`src/rtl/pbi_cycle_ctrl_pkg.sv`:
```
`default_nettype none
// ============================================================================
//  Module   : pbi_pkg
//  Purpose  : Shared types, constants and helpers for the PBI cycle controller.
//             FSM state encoding, bus-cycle classification, fixed PBI
//             register/window addresses, saturating counter helper.
//  Revision : 1.0  initial release
// ============================================================================
package pbi_pkg;

    typedef enum logic [2:0] {
        ST_IDLE   = 3'd0,
        ST_SETUP  = 3'd1,
        ST_DECODE = 3'd2,
        ST_MEM    = 3'd3,
        ST_DRIVE  = 3'd4,
        ST_WFALL  = 3'd5
    } pbi_state_t;

    typedef enum logic [1:0] {
        CLS_NONE = 2'd0,
        CLS_REG  = 2'd1,
        CLS_ROM  = 2'd2,
        CLS_IO   = 2'd3
    } pbi_class_t;

    localparam logic [15:0] ADDR_DEVSEL = 16'hD1FF;
    localparam logic [15:0] ADDR_IRQCLR = 16'hD1FE;
    localparam logic [15:0] ROM_LO      = 16'hD800;
    localparam logic [15:0] ROM_HI      = 16'hDFFF;

    // Register hits are decoded regardless of dev_en so the host can always
    // enable the device; the ROM window and D1xx I/O only belong to us once
    // enabled.
    function automatic pbi_class_t classify(input logic [15:0] addr,
                                            input logic        dev_en,
                                            input logic        d1xx_n);
        pbi_class_t cls;
        cls = CLS_NONE;
        if (addr == ADDR_DEVSEL || addr == ADDR_IRQCLR)
            cls = CLS_REG;
        else if (dev_en && addr >= ROM_LO && addr <= ROM_HI)
            cls = CLS_ROM;
        else if (dev_en && !d1xx_n)
            cls = CLS_IO;
        return cls;
    endfunction

    function automatic logic [7:0] sat_inc8(input logic [7:0] v);
        return (v == 8'hFF) ? v : v + 8'd1;
    endfunction

endpackage
`default_nettype wire

```
`src/rtl/pbi_cycle_ctrl_if.sv`:
```
`default_nettype none
// ============================================================================
//  Module   : pbi_cycle_ctrl_if
//  Purpose  : Internal memory port between the PBI cycle controller (master)
//             and the shared ROM/RAM arbiter (slave).
//  Signals  : mem_req/mem_we/mem_addr/mem_wdata  master -> slave
//             mem_ack (1-clk pulse)/mem_rdata    slave  -> master
//  Revision : 1.0  initial release
// ============================================================================
interface pbi_cycle_ctrl_if #(
    parameter int MEM_AW = 12
);
    logic              mem_req;
    logic              mem_we;
    logic [MEM_AW-1:0] mem_addr;
    logic [7:0]        mem_wdata;
    logic              mem_ack;
    logic [7:0]        mem_rdata;

    modport master (
        output mem_req, mem_we, mem_addr, mem_wdata,
        input  mem_ack, mem_rdata
    );

    modport slave (
        input  mem_req, mem_we, mem_addr, mem_wdata,
        output mem_ack, mem_rdata
    );
endinterface
`default_nettype wire

```
`src/rtl/pbi_cycle_ctrl_edge_sync.sv`:
```
`default_nettype none
// ============================================================================
//  Module   : pbi_edge_sync
//  Purpose  : Brings the asynchronous bus phi2 into the clk domain and
//             produces single-clk rise/fall pulses (2-3 clk after the edge).
//  Ports    : clk, rst        system clock, async active-high reset
//             bus_clk         raw phi2
//             rise, fall      1-clk pulses on the synchronised edges
//  Revision : 1.0  initial release
// ============================================================================
module pbi_edge_sync (
    input  wire logic clk,
    input  wire logic rst,
    input  wire logic bus_clk,
    output logic      rise,
    output logic      fall
);
    logic r_meta;
    logic r_sync;
    logic r_hist;

    always_ff @(posedge clk or posedge rst) begin
        if (rst) begin
            r_meta <= 1'b0;
            r_sync <= 1'b0;
            r_hist <= 1'b0;
        end else begin
            r_meta <= bus_clk;
            r_sync <= r_meta;
            r_hist <= r_sync;
        end
    end

    assign rise = r_sync & ~r_hist;
    assign fall = ~r_sync & r_hist;
endmodule
`default_nettype wire

```
`src/rtl/pbi_cycle_ctrl.sv`:
```
`default_nettype none
// ============================================================================
//  Module   : pbi_cycle_ctrl
//  Purpose  : Atari PBI device cycle sequencer. Oversamples phi2, decodes
//             each bus cycle, owns the D1FF device-select register and the
//             IRQ pending bit, and bridges ROM/IO reads and writes onto the
//             internal memory port.
//  Ports    : clk, rst                     system clock, async reset
//             bus_clk, rw_n, addr, data_in, D1xx_n   PBI bus inputs
//             data_out, data_oe            pin buffer data / drive enable
//             mpd_n, extsel_n, irq_n_oe    PBI control outputs
//             irq_src                      IRQ request pulse from the core
//             dev_en, err_cnt              status
//             mem_if                       memory port (master side)
//  Revision : 1.0  initial release
// ============================================================================
module pbi_cycle_ctrl
    import pbi_pkg::*;
#(
    parameter int DEV_BIT   = 0,
    parameter int SETUP_CYC = 4,
    parameter int MEM_AW    = 12
) (
    input  wire logic        clk,
    input  wire logic        rst,
    input  wire logic        bus_clk,
    input  wire logic        rw_n,
    input  wire logic [15:0] addr,
    input  wire logic [7:0]  data_in,
    input  wire logic        D1xx_n,
    input  wire logic        irq_src,
    output logic      [7:0]  data_out,
    output logic             data_oe,
    output logic             mpd_n,
    output logic             extsel_n,
    output logic             irq_n_oe,
    output logic             dev_en,
    output logic      [7:0]  err_cnt,
    pbi_cycle_ctrl_if.master mem_if
);
    localparam logic [3:0] C_SETUP_LOAD = 4'(SETUP_CYC - 1);

    logic w_rise;
    logic w_fall;

    pbi_edge_sync u_edge_sync (
        .clk     (clk),
        .rst     (rst),
        .bus_clk (bus_clk),
        .rise    (w_rise),
        .fall    (w_fall)
    );

    pbi_state_t        r_state,      w_state_nxt;
    pbi_class_t        r_cls,        w_cls_nxt;
    pbi_class_t        w_cls;
    logic [3:0]        r_cnt,        w_cnt_nxt;
    logic [15:0]       r_lat_addr,   w_lat_addr_nxt;
    logic              r_lat_rw_n,   w_lat_rw_n_nxt;
    logic              r_lat_d1xx_n, w_lat_d1xx_n_nxt;
    logic [7:0]        r_data_out,   w_data_out_nxt;
    logic              r_data_oe,    w_data_oe_nxt;
    logic              r_extsel_n,   w_extsel_n_nxt;
    logic              r_mem_req,    w_mem_req_nxt;
    logic              r_mem_we,     w_mem_we_nxt;
    logic [MEM_AW-1:0] r_mem_addr,   w_mem_addr_nxt;
    logic [7:0]        r_mem_wdata,  w_mem_wdata_nxt;
    logic [7:0]        r_hold,       w_hold_nxt;
    logic              r_dev_en,     w_dev_en_nxt;
    logic              r_pending,    w_pending_nxt;
    logic [7:0]        r_err_cnt,    w_err_cnt_nxt;
    logic              w_irq_clr;

    always_ff @(posedge clk or posedge rst) begin
        if (rst) begin
            r_state      <= ST_IDLE;
            r_cls        <= CLS_NONE;
            r_cnt        <= 4'd0;
            r_lat_addr   <= 16'd0;
            r_lat_rw_n   <= 1'b1;
            r_lat_d1xx_n <= 1'b1;
            r_data_out   <= 8'd0;
            r_data_oe    <= 1'b0;
            r_extsel_n   <= 1'b1;
            r_mem_req    <= 1'b0;
            r_mem_we     <= 1'b0;
            r_mem_addr   <= '0;
            r_mem_wdata  <= 8'd0;
            r_hold       <= 8'd0;
            r_dev_en     <= 1'b0;
            r_pending    <= 1'b0;
            r_err_cnt    <= 8'd0;
        end else begin
            r_state      <= w_state_nxt;
            r_cls        <= w_cls_nxt;
            r_cnt        <= w_cnt_nxt;
            r_lat_addr   <= w_lat_addr_nxt;
            r_lat_rw_n   <= w_lat_rw_n_nxt;
            r_lat_d1xx_n <= w_lat_d1xx_n_nxt;
            r_data_out   <= w_data_out_nxt;
            r_data_oe    <= w_data_oe_nxt;
            r_extsel_n   <= w_extsel_n_nxt;
            r_mem_req    <= w_mem_req_nxt;
            r_mem_we     <= w_mem_we_nxt;
            r_mem_addr   <= w_mem_addr_nxt;
            r_mem_wdata  <= w_mem_wdata_nxt;
            r_hold       <= w_hold_nxt;
            r_dev_en     <= w_dev_en_nxt;
            r_pending    <= w_pending_nxt;
            r_err_cnt    <= w_err_cnt_nxt;
        end
    end

    assign w_cls = classify(r_lat_addr, r_dev_en, r_lat_d1xx_n);

    always_comb begin
        w_state_nxt      = r_state;
        w_cls_nxt        = r_cls;
        w_cnt_nxt        = r_cnt;
        w_lat_addr_nxt   = r_lat_addr;
        w_lat_rw_n_nxt   = r_lat_rw_n;
        w_lat_d1xx_n_nxt = r_lat_d1xx_n;
        w_data_out_nxt   = r_data_out;
        w_data_oe_nxt    = r_data_oe;
        w_extsel_n_nxt   = r_extsel_n;
        // Request strobes are re-asserted explicitly every clk they must stay
        // high; a write commit therefore lasts exactly one clk.
        w_mem_req_nxt    = 1'b0;
        w_mem_we_nxt     = 1'b0;
        w_mem_addr_nxt   = r_mem_addr;
        w_mem_wdata_nxt  = r_mem_wdata;
        w_hold_nxt       = r_hold;
        w_dev_en_nxt     = r_dev_en;
        w_err_cnt_nxt    = r_err_cnt;
        w_irq_clr        = 1'b0;

        if (w_rise && r_state != ST_IDLE) begin
            // The previous cycle's fall was missed: abandon it and resync.
            w_state_nxt    = ST_SETUP;
            w_cnt_nxt      = C_SETUP_LOAD;
            w_data_oe_nxt  = 1'b0;
            w_extsel_n_nxt = 1'b1;
            w_err_cnt_nxt  = sat_inc8(r_err_cnt);
        end else begin
            case (r_state)
                ST_IDLE: begin
                    if (w_rise) begin
                        w_state_nxt = ST_SETUP;
                        w_cnt_nxt   = C_SETUP_LOAD;
                    end
                end
                ST_SETUP: begin
                    if (r_cnt == 4'd0) begin
                        w_lat_addr_nxt   = addr;
                        w_lat_rw_n_nxt   = rw_n;
                        w_lat_d1xx_n_nxt = D1xx_n;
                        w_state_nxt      = ST_DECODE;
                    end else begin
                        w_cnt_nxt = r_cnt - 4'd1;
                    end
                end
                ST_DECODE: begin
                    w_cls_nxt = w_cls;
                    if (w_cls == CLS_ROM || w_cls == CLS_IO)
                        w_extsel_n_nxt = 1'b0;
                    if (w_cls == CLS_REG && r_lat_rw_n) begin
                        w_data_out_nxt = (r_lat_addr == ADDR_DEVSEL)
                                       ? (8'(r_pending) << DEV_BIT) : 8'h00;
                        w_data_oe_nxt  = 1'b1;
                        w_state_nxt    = ST_DRIVE;
                    end else if ((w_cls == CLS_ROM || w_cls == CLS_IO) && r_lat_rw_n) begin
                        w_mem_req_nxt  = 1'b1;
                        w_mem_addr_nxt = r_lat_addr[MEM_AW-1:0];
                        w_state_nxt    = ST_MEM;
                    end else begin
                        w_state_nxt = ST_WFALL;
                    end
                end
                ST_MEM: begin
                    // A fall with no data in hand is a missed deadline; the
                    // pin buffer is never enabled for this cycle.
                    if (w_fall) begin
                        w_err_cnt_nxt  = sat_inc8(r_err_cnt);
                        w_extsel_n_nxt = 1'b1;
                        w_state_nxt    = ST_IDLE;
                    end else if (mem_if.mem_ack) begin
                        w_data_out_nxt = mem_if.mem_rdata;
                        w_data_oe_nxt  = 1'b1;
                        w_state_nxt    = ST_DRIVE;
                    end else begin
                        w_mem_req_nxt = 1'b1;
                    end
                end
                ST_DRIVE: begin
                    if (w_fall) begin
                        w_data_oe_nxt  = 1'b0;
                        w_extsel_n_nxt = 1'b1;
                        w_state_nxt    = ST_IDLE;
                    end
                end
                ST_WFALL: begin
                    // Commit uses the byte shadowed before the fall pulse,
                    // since the host may release the bus right after phi2 falls.
                    w_hold_nxt = data_in;
                    if (w_fall) begin
                        w_extsel_n_nxt = 1'b1;
                        w_state_nxt    = ST_IDLE;
                        if (!r_lat_rw_n) begin
                            if (r_cls == CLS_REG) begin
                                if (r_lat_addr == ADDR_DEVSEL)
                                    w_dev_en_nxt = r_hold[DEV_BIT];
                                else
                                    w_irq_clr = 1'b1;
                            end else if (r_cls == CLS_ROM || r_cls == CLS_IO) begin
                                w_mem_req_nxt   = 1'b1;
                                w_mem_we_nxt    = 1'b1;
                                w_mem_addr_nxt  = r_lat_addr[MEM_AW-1:0];
                                w_mem_wdata_nxt = r_hold;
                            end
                        end
                    end
                end
                default: begin
                    w_state_nxt = ST_IDLE;
                end
            endcase
        end
    end

    // A new request in the same clk as a clear must not be lost.
    assign w_pending_nxt = irq_src | (r_pending & ~w_irq_clr);

    assign data_out         = r_data_out;
    assign data_oe          = r_data_oe;
    assign mpd_n            = ~r_dev_en;
    assign extsel_n         = r_extsel_n;
    assign irq_n_oe         = r_pending & r_dev_en;
    assign dev_en           = r_dev_en;
    assign err_cnt          = r_err_cnt;
    assign mem_if.mem_req   = r_mem_req;
    assign mem_if.mem_we    = r_mem_we;
    assign mem_if.mem_addr  = r_mem_addr;
    assign mem_if.mem_wdata = r_mem_wdata;
endmodule
`default_nettype wire

```
`src/flat_wrapper.sv`:
```
// flat-port wrapper written by rule: the top's interface ports become plain ports
module pbi_cycle_ctrl_flat import pbi_pkg::*;
#(
    parameter int DEV_BIT   = 0,
    parameter int SETUP_CYC = 4,
    parameter int MEM_AW    = 12
)
  (clk, rst, bus_clk, rw_n, addr, data_in, D1xx_n, irq_src, data_out, data_oe, mpd_n, extsel_n, irq_n_oe, dev_en, err_cnt, mem_if_mem_req, mem_if_mem_we, mem_if_mem_addr, mem_if_mem_wdata, mem_if_mem_ack, mem_if_mem_rdata);
  pbi_cycle_ctrl_if #(.MEM_AW(MEM_AW)) mem_if_i ();
  input  wire logic clk;
  input  wire logic rst;
  input  wire logic bus_clk;
  input  wire logic rw_n;
  input  wire logic [15:0] addr;
  input  wire logic [7:0] data_in;
  input  wire logic D1xx_n;
  input  wire logic irq_src;
  output logic      [7:0] data_out;
  output logic data_oe;
  output logic mpd_n;
  output logic extsel_n;
  output logic irq_n_oe;
  output logic dev_en;
  output logic      [7:0] err_cnt;
  output wire logic [$bits(mem_if_i.mem_req)-1:0] mem_if_mem_req;
  output wire logic [$bits(mem_if_i.mem_we)-1:0] mem_if_mem_we;
  output wire logic [$bits(mem_if_i.mem_addr)-1:0] mem_if_mem_addr;
  output wire logic [$bits(mem_if_i.mem_wdata)-1:0] mem_if_mem_wdata;
  input wire logic [$bits(mem_if_i.mem_ack)-1:0] mem_if_mem_ack;
  input wire logic [$bits(mem_if_i.mem_rdata)-1:0] mem_if_mem_rdata;
  assign mem_if_mem_req = mem_if_i.mem_req;
  assign mem_if_mem_we = mem_if_i.mem_we;
  assign mem_if_mem_addr = mem_if_i.mem_addr;
  assign mem_if_mem_wdata = mem_if_i.mem_wdata;
  assign mem_if_i.mem_ack = mem_if_mem_ack;
  assign mem_if_i.mem_rdata = mem_if_mem_rdata;
  pbi_cycle_ctrl #(.DEV_BIT(DEV_BIT), .SETUP_CYC(SETUP_CYC), .MEM_AW(MEM_AW)) u_core (.clk(clk), .rst(rst), .bus_clk(bus_clk), .rw_n(rw_n), .addr(addr), .data_in(data_in), .D1xx_n(D1xx_n), .irq_src(irq_src), .data_out(data_out), .data_oe(data_oe), .mpd_n(mpd_n), .extsel_n(extsel_n), .irq_n_oe(irq_n_oe), .dev_en(dev_en), .err_cnt(err_cnt), .mem_if(mem_if_i));
endmodule
```
`config.mk`:
```
export PLATFORM = sky130hd
export DESIGN_NAME = pbi_cycle_ctrl_flat
export DESIGN_NICKNAME = d
export VERILOG_FILES = /design/src/rtl/pbi_cycle_ctrl_pkg.sv /design/src/rtl/pbi_cycle_ctrl_if.sv /design/src/rtl/pbi_cycle_ctrl_edge_sync.sv /design/src/rtl/pbi_cycle_ctrl.sv /design/src/flat_wrapper.sv
export SDC_FILE = /design/constraint.sdc
export NUM_CORES = 1
export LEC_CHECK = 0
export CAP_MARGIN = 10
export CORE_MARGIN = 2
export CORE_UTILIZATION = 30
export CTS_BUF_LIST = sky130_fd_sc_hd__clkbuf_16
export DETAILED_ROUTE_END_ITERATION = 12
export GPL_ROUTABILITY_DRIVEN = 0
export SLEW_MARGIN = 20
export SYNTH_ARGS = -nofsm -noshare
export SYNTH_HDL_FRONTEND = slang
export SYNTH_SLANG_ARGS = --single-unit
```
`constraint.sdc`:
```
create_clock -name clk -period 3.78 [get_ports clk]
set_clock_uncertainty 0.15 [all_clocks]
set_input_delay 0.945 -clock clk [delete_from_list [all_inputs] [get_ports clk]]
set_output_delay 0.945 -clock clk [all_outputs]
set_load 0.02 [all_outputs]
```
; ---- Word level (Yosys, flattened, before mapping)
; Index checks and enable logic that the tools add are counted.
[totals]
ff_bits = 80
wordCells = 164
[op_classes]
n_addsub = 2
n_lt_le_gt_ge = 2
n_eq_ne = 34
muxes = 60
bitwise = 12
n_reduce_logical = 34
[op_table]
columns = operator, count
row1 = $mux 12, 6
row2 = $mux 8, 7
row3 = $eq 16x16->1 const B, 2
row4 = $mux 1, 26
row5 = $mux 3, 8
row6 = $pmux 12 s2, 1
row7 = $ne 3x1->1 const B, 6
row8 = $ge 16x16->1 const B, 1
row9 = $le 16x16->1 const B, 1
row10 = $pmux 8 s2, 1
row11 = $pmux 3 s5, 1
row12 = $mux 4, 3
row13 = $ne 2x2->1 const B, 6
row14 = $ne 3x2->1 const B, 4
row15 = $reduce_and 6->1, 2
row16 = $reduce_and 5->1, 2
row17 = $reduce_and 3->1, 3
row18 = $reduce_bool 3->1, 3
row19 = $add 8x1->8 const B, 1
row20 = $eq 2x2->1 const B, 4
row21 = $eq 8x8->1 const B, 1
row22 = $pmux 4 s2, 1
row23 = $reduce_and 8->1, 1
row24 = $reduce_bool 2->1, 4
row25 = 23 further kinds, 49

; ---- Depth between registers and ports, before layout
[depth]
ltp_word = 12
mapped_depth = 8

; ---- Cells and area by module
; From an unflattened synthesis, not the netlist that was laid out.
[hier_totals]
hier_cells = 273
hier_area_um2 = 3558.4
[by_module_without_submodules]
columns = module, n_inst, cells_each, area_each_um2, seq_area_each_um2
row1 = pbi_cycle_ctrl, 1, 267, 3464.6, 1930.6
row2 = pbi_edge_sync, 1, 6, 93.8, 75.1

; ---- Worst setup path before layout
; No wires, ideal clock.
[synth_timing]
kind = register -> register
start = register u_core.r_state[2]
end = register u_core.r_data_out[0] (netlist: u_core.data_out[0])
arrival_ns = 1.698
required_time_ns = 3.505
setup_slack_ns = 1.806
stages_incl_launch_ff = 7
path_buffers = 2
period_less_slack_ns = 1.974
path_cell_list = dfrtp_1 > buf_6 > or3_4 > a32oi_2 > a21bo_1 > buf_6 > mux2_4
[synth_between]
elab_chain_len = 4
word_cells_on_any_way = 11
classes_between = eq/ne: 5 / mux: 1 / bitwise: 1 / reduce/logical: 4
[synth_rtl]
columns = item, line_no
row1 = "start, declared", pbi_cycle_ctrl.sv:54  ; pbi_state_t r_state, w_state_nxt;
row2 = "start signal, assigned", pbi_cycle_ctrl.sv:94  ; r_state <= w_state_nxt;
row3 = "parallel branches: the longest is 4 deep, another holds $reduce_and 5->1", n/a
row4 = "end signal, assigned", pbi_cycle_ctrl.sv:100  ; r_data_out <= w_data_out_nxt;
row5 = "end, declared", pbi_cycle_ctrl.sv:61  ; logic [7:0] r_data_out, w_data_out_nxt;
; Several ways; the timed one is not identified.
; A chain may end at the register's enable or synchronous reset.

; ---- Worst setup path after layout
[layout_timing]
start = register u_core.r_dev_en (netlist: u_core.dev_en)
end = output irq_n_oe
[layout_between]
elab_chain_len = 1
[layout_rtl]
columns = item, line_no
row1 = "start, declared", pbi_cycle_ctrl.sv:69  ; logic r_dev_en, w_dev_en_nxt;
row2 = "start signal, assigned", pbi_cycle_ctrl.sv:108  ; r_dev_en <= w_dev_en_nxt;
row3 = $and 1x1->1, pbi_cycle_ctrl.sv:237  ; assign irq_n_oe = r_pending & r_dev_en;
row4 = "end, declared", flat_wrapper.sv:22  ; output logic irq_n_oe;
; Every way passes these cells.

==> results.ini <==
[run_status]
run_status = finished clean

[floorplan]
floorplan.initialDensity_pct = 30.8
fp-row-count = 39
die_w_um = 113
core-area_um2 = 11500
die_h_um = 113
design.die.area_um2 = 12700
pin_count = 82

[worst_setup_path]
cp_num_buf_inv = 1
crit_path_max_incr_delay_ns = 0.60
critPathLaunch = u_core.dev_en
r2r-start = u_core.r_state[1]
path_class = register to output pin
worstPathMaxFanout = 6
end_kind = output pin
worstPathArrival_ns = 1.55
crit_chain = and2_1 -> clkdlybuf4s50_1
worstSetupStartpointType = register
crit_required_ns = 2.68
crit_path_top_delay_cell = clkdlybuf4s50_1
critPathTopFamily = buffers and inverters

[timing]
hold_violations = 0
max_freq_ghz = 0.378
whs_ns = 0.196
finalCritPeriodShare_pct = 70.1
setup_ws_ns = 1.13
rsz0062_at_grt = no
setup_viol = 0
setup_tns_ns = 0
report.final.slew_viol_count = 0
period_needed_ns = 2.65
worst_slew_pin_slew_ns = 0.923
max_slew_margin_pct = 38.5

[power]
p_per_area_nw_per_um2 = 637
swShare_pct = 29.2
power_uw = 3070
p_int_uw = 2170
ir_drop_mv = 0.348
pwr-share-comb_pct = 24.8
p_leak_uw = 0.00214
pwr-share-clk_pct = 32.2
net-switching-power_uw = 894
power.share.sequential_pct = 43.0

[synthesis]
syn_inst = 287
syn_nets = 328
avgSynthCellArea_um2 = 12.3
async_reset_ff_share_pct = 100
syn-cell-area_um2 = 3540
synth_edf_count = 0
ys_types = 50
yosysSeqAreaShare_pct = 56.7
ys_warn_count = 0
ys_ff_latch = 80
yosys_most_used_dff = dfrtp_1

[routing]
ant_nets = 0
drtIter0Drc = 111
num_vias = 2460
vias_per_cell = 4.75
finalWirelength_um = 7780
drtPass1Iterations = 4
drc = 0
wire_per_inst_um = 15.0

[finish]
insertedDiodeCount = 0
fin_area_um2 = 4810
nNetsFinal = 411
area_delta_synth_final_pct = 36.1
final_cell_mix = clkdlybuf4s50_1, dfrtp_1, nand2_1, mux2_2, mux2_4
drive_gt1_share_pct = 19.7
final_common_cell = clkdlybuf4s50_1

[clock_tree]
worstSkewPairLatency_ns = 0.33
cts-root-buf = clkbuf_16
cts_made_buffers = 9
cts_hold_buf = 0
cts_tree = built
cts_sinks = 80
cts_buffer_depth = 2
postCtsSetupBuffers = 0
path_clk_slew_ns = 0.06
htreeDepth = 3
cts-resized-gates = 0

[place]
post-place-ws_ns = 1.08
io_buffers = 81
place_area_um2 = 4470
post-dp-hpwl_um = 5460

[global_routing]
grt_pass1_wl_um = 12800
antenna_found_initial = 0
first_global_vias = 2506
grt_usage_pct = 12.7
grt_max_degree = 45
grt_overflow = 0

[job]
cap_violations = 0

[worst_hold_path]
hp-class = register to register
hold_start = u_core.u_edge_sync.r_meta

[worst paths after layout]
| kind | slack (ns) | cells past startpoint | endpoint |
|---|---|---|---|
| max | 1.13 | 2 | irq_n_oe |
| min | 0.20 | 0 | u_core.u_edge_sync.r_sync |
| max reg2reg | 1.14 | 6 | u_core.mem_if.mem_addr[11] |
| min reg2reg | 0.20 | 0 | u_core.u_edge_sync.r_sync |
| max in group asynchronous | 1.92 | 3 | u_core.r_lat_rw_n |
| min in group asynchronous | 0.86 | 2 | u_core.mem_if.mem_addr[0] |
[layout make-up]
class	instances	area (µm²)
clock buffer	9	225
clock inverter	7	120
fill	1072	6650
inverter	9	35.0
multi-input combinational	187	1410
sequential	80	2010
tap	143	179
timing repair buffer	83	838
[flip-flops by register name, summed over array words and instances, names as in the netlist]
name and flops:
u_core.r_lat_addr 16, u_core.r_state 3, u_core.mem_if.mem_addr 12, u_core.r_lat_rw_n 1, u_core.r_pending 1, u_core.mem_if.mem_we 1
u_core.data_oe 1, u_core.mem_if.mem_req 1, u_core.data_out 8, u_core.u_edge_sync.r_sync 1, u_core.dev_en 1, u_core.r_hold 8
u_core.u_edge_sync.r_hist 1, u_core.mem_if.mem_wdata 8, u_core.extsel_n 1, u_core.r_cls 2, u_core.err_cnt 8, u_core.r_lat_d1xx_n 1
u_core.r_cnt 4, u_core.u_edge_sync.r_meta 1
[synth_stat cells (all sizes together) (4+ instances only)]
| cell type | number | area (µm²) |
|---|---|---|
| nand4 | 6 | 37.5 |
| a22o | 9 | 78.8 |
| nor2 | 10 | 37.5 |
| dfrtp | 77 | 1930 |
| xnor2 | 9 | 78.8 |
| inv | 9 | 33.8 |
| nor2b | 6 | 37.5 |
| nand3 | 5 | 35.0 |
| nand2 | 45 | 169 |
| nand2b | 4 | 25.0 |
| nor3 | 6 | 35.0 |
| o21ai | 6 | 33.8 |
| buf | 9 | 78.8 |
| a21oi | 6 | 30.0 |
| mux2 | 41 | 503 |
[metrics by stage]
step	instances	utilization, %
floorplan	287	-
CTS	518	42.0
detailed placement	502	39.0
global placement	502	39.0
finish	518	42.0
global route	518	42.0
[per-layer routing]
metal  vias to the layer above  part of all wire [%]  GRT usage [%]
li1                       1176                     -              -
met1                      1190                    47           17.6
met2                        86                    45           19.0
met3                         8                   6.8           4.10
met4                         0                  0.84           3.58
met5                         -                     0              0
[cells by family (layout without fill, tap and decap cells)]
group / Yosys count / in the layout / synth area share (%)
and+or+nand+nor: 99 / 99 / 15.1
DFF: 80 / 80 / 56.7
muxes: 41 / 41 / 14.2
AOI/OAI and AO/OA: 34 / 34 / 7.15
buffers and inverters: 20 / 108 / 3.40
xor gates and xnor gates: 11 / 11 / 2.72
adders and majority gates: 2 / 2 / 0.707
[power by group through the flow]
stage                     clock network (µW)  registers [µW]  logic (µW)
after floorplan                            0            1330         483
after global placement                     0            1320         753
after detailed placement                   0            1330         767
after CTS                               1020            1320         771
after global routing                    1060            1360         833
final                                    988            1320         761
Power figures use the tool's default switching activity.
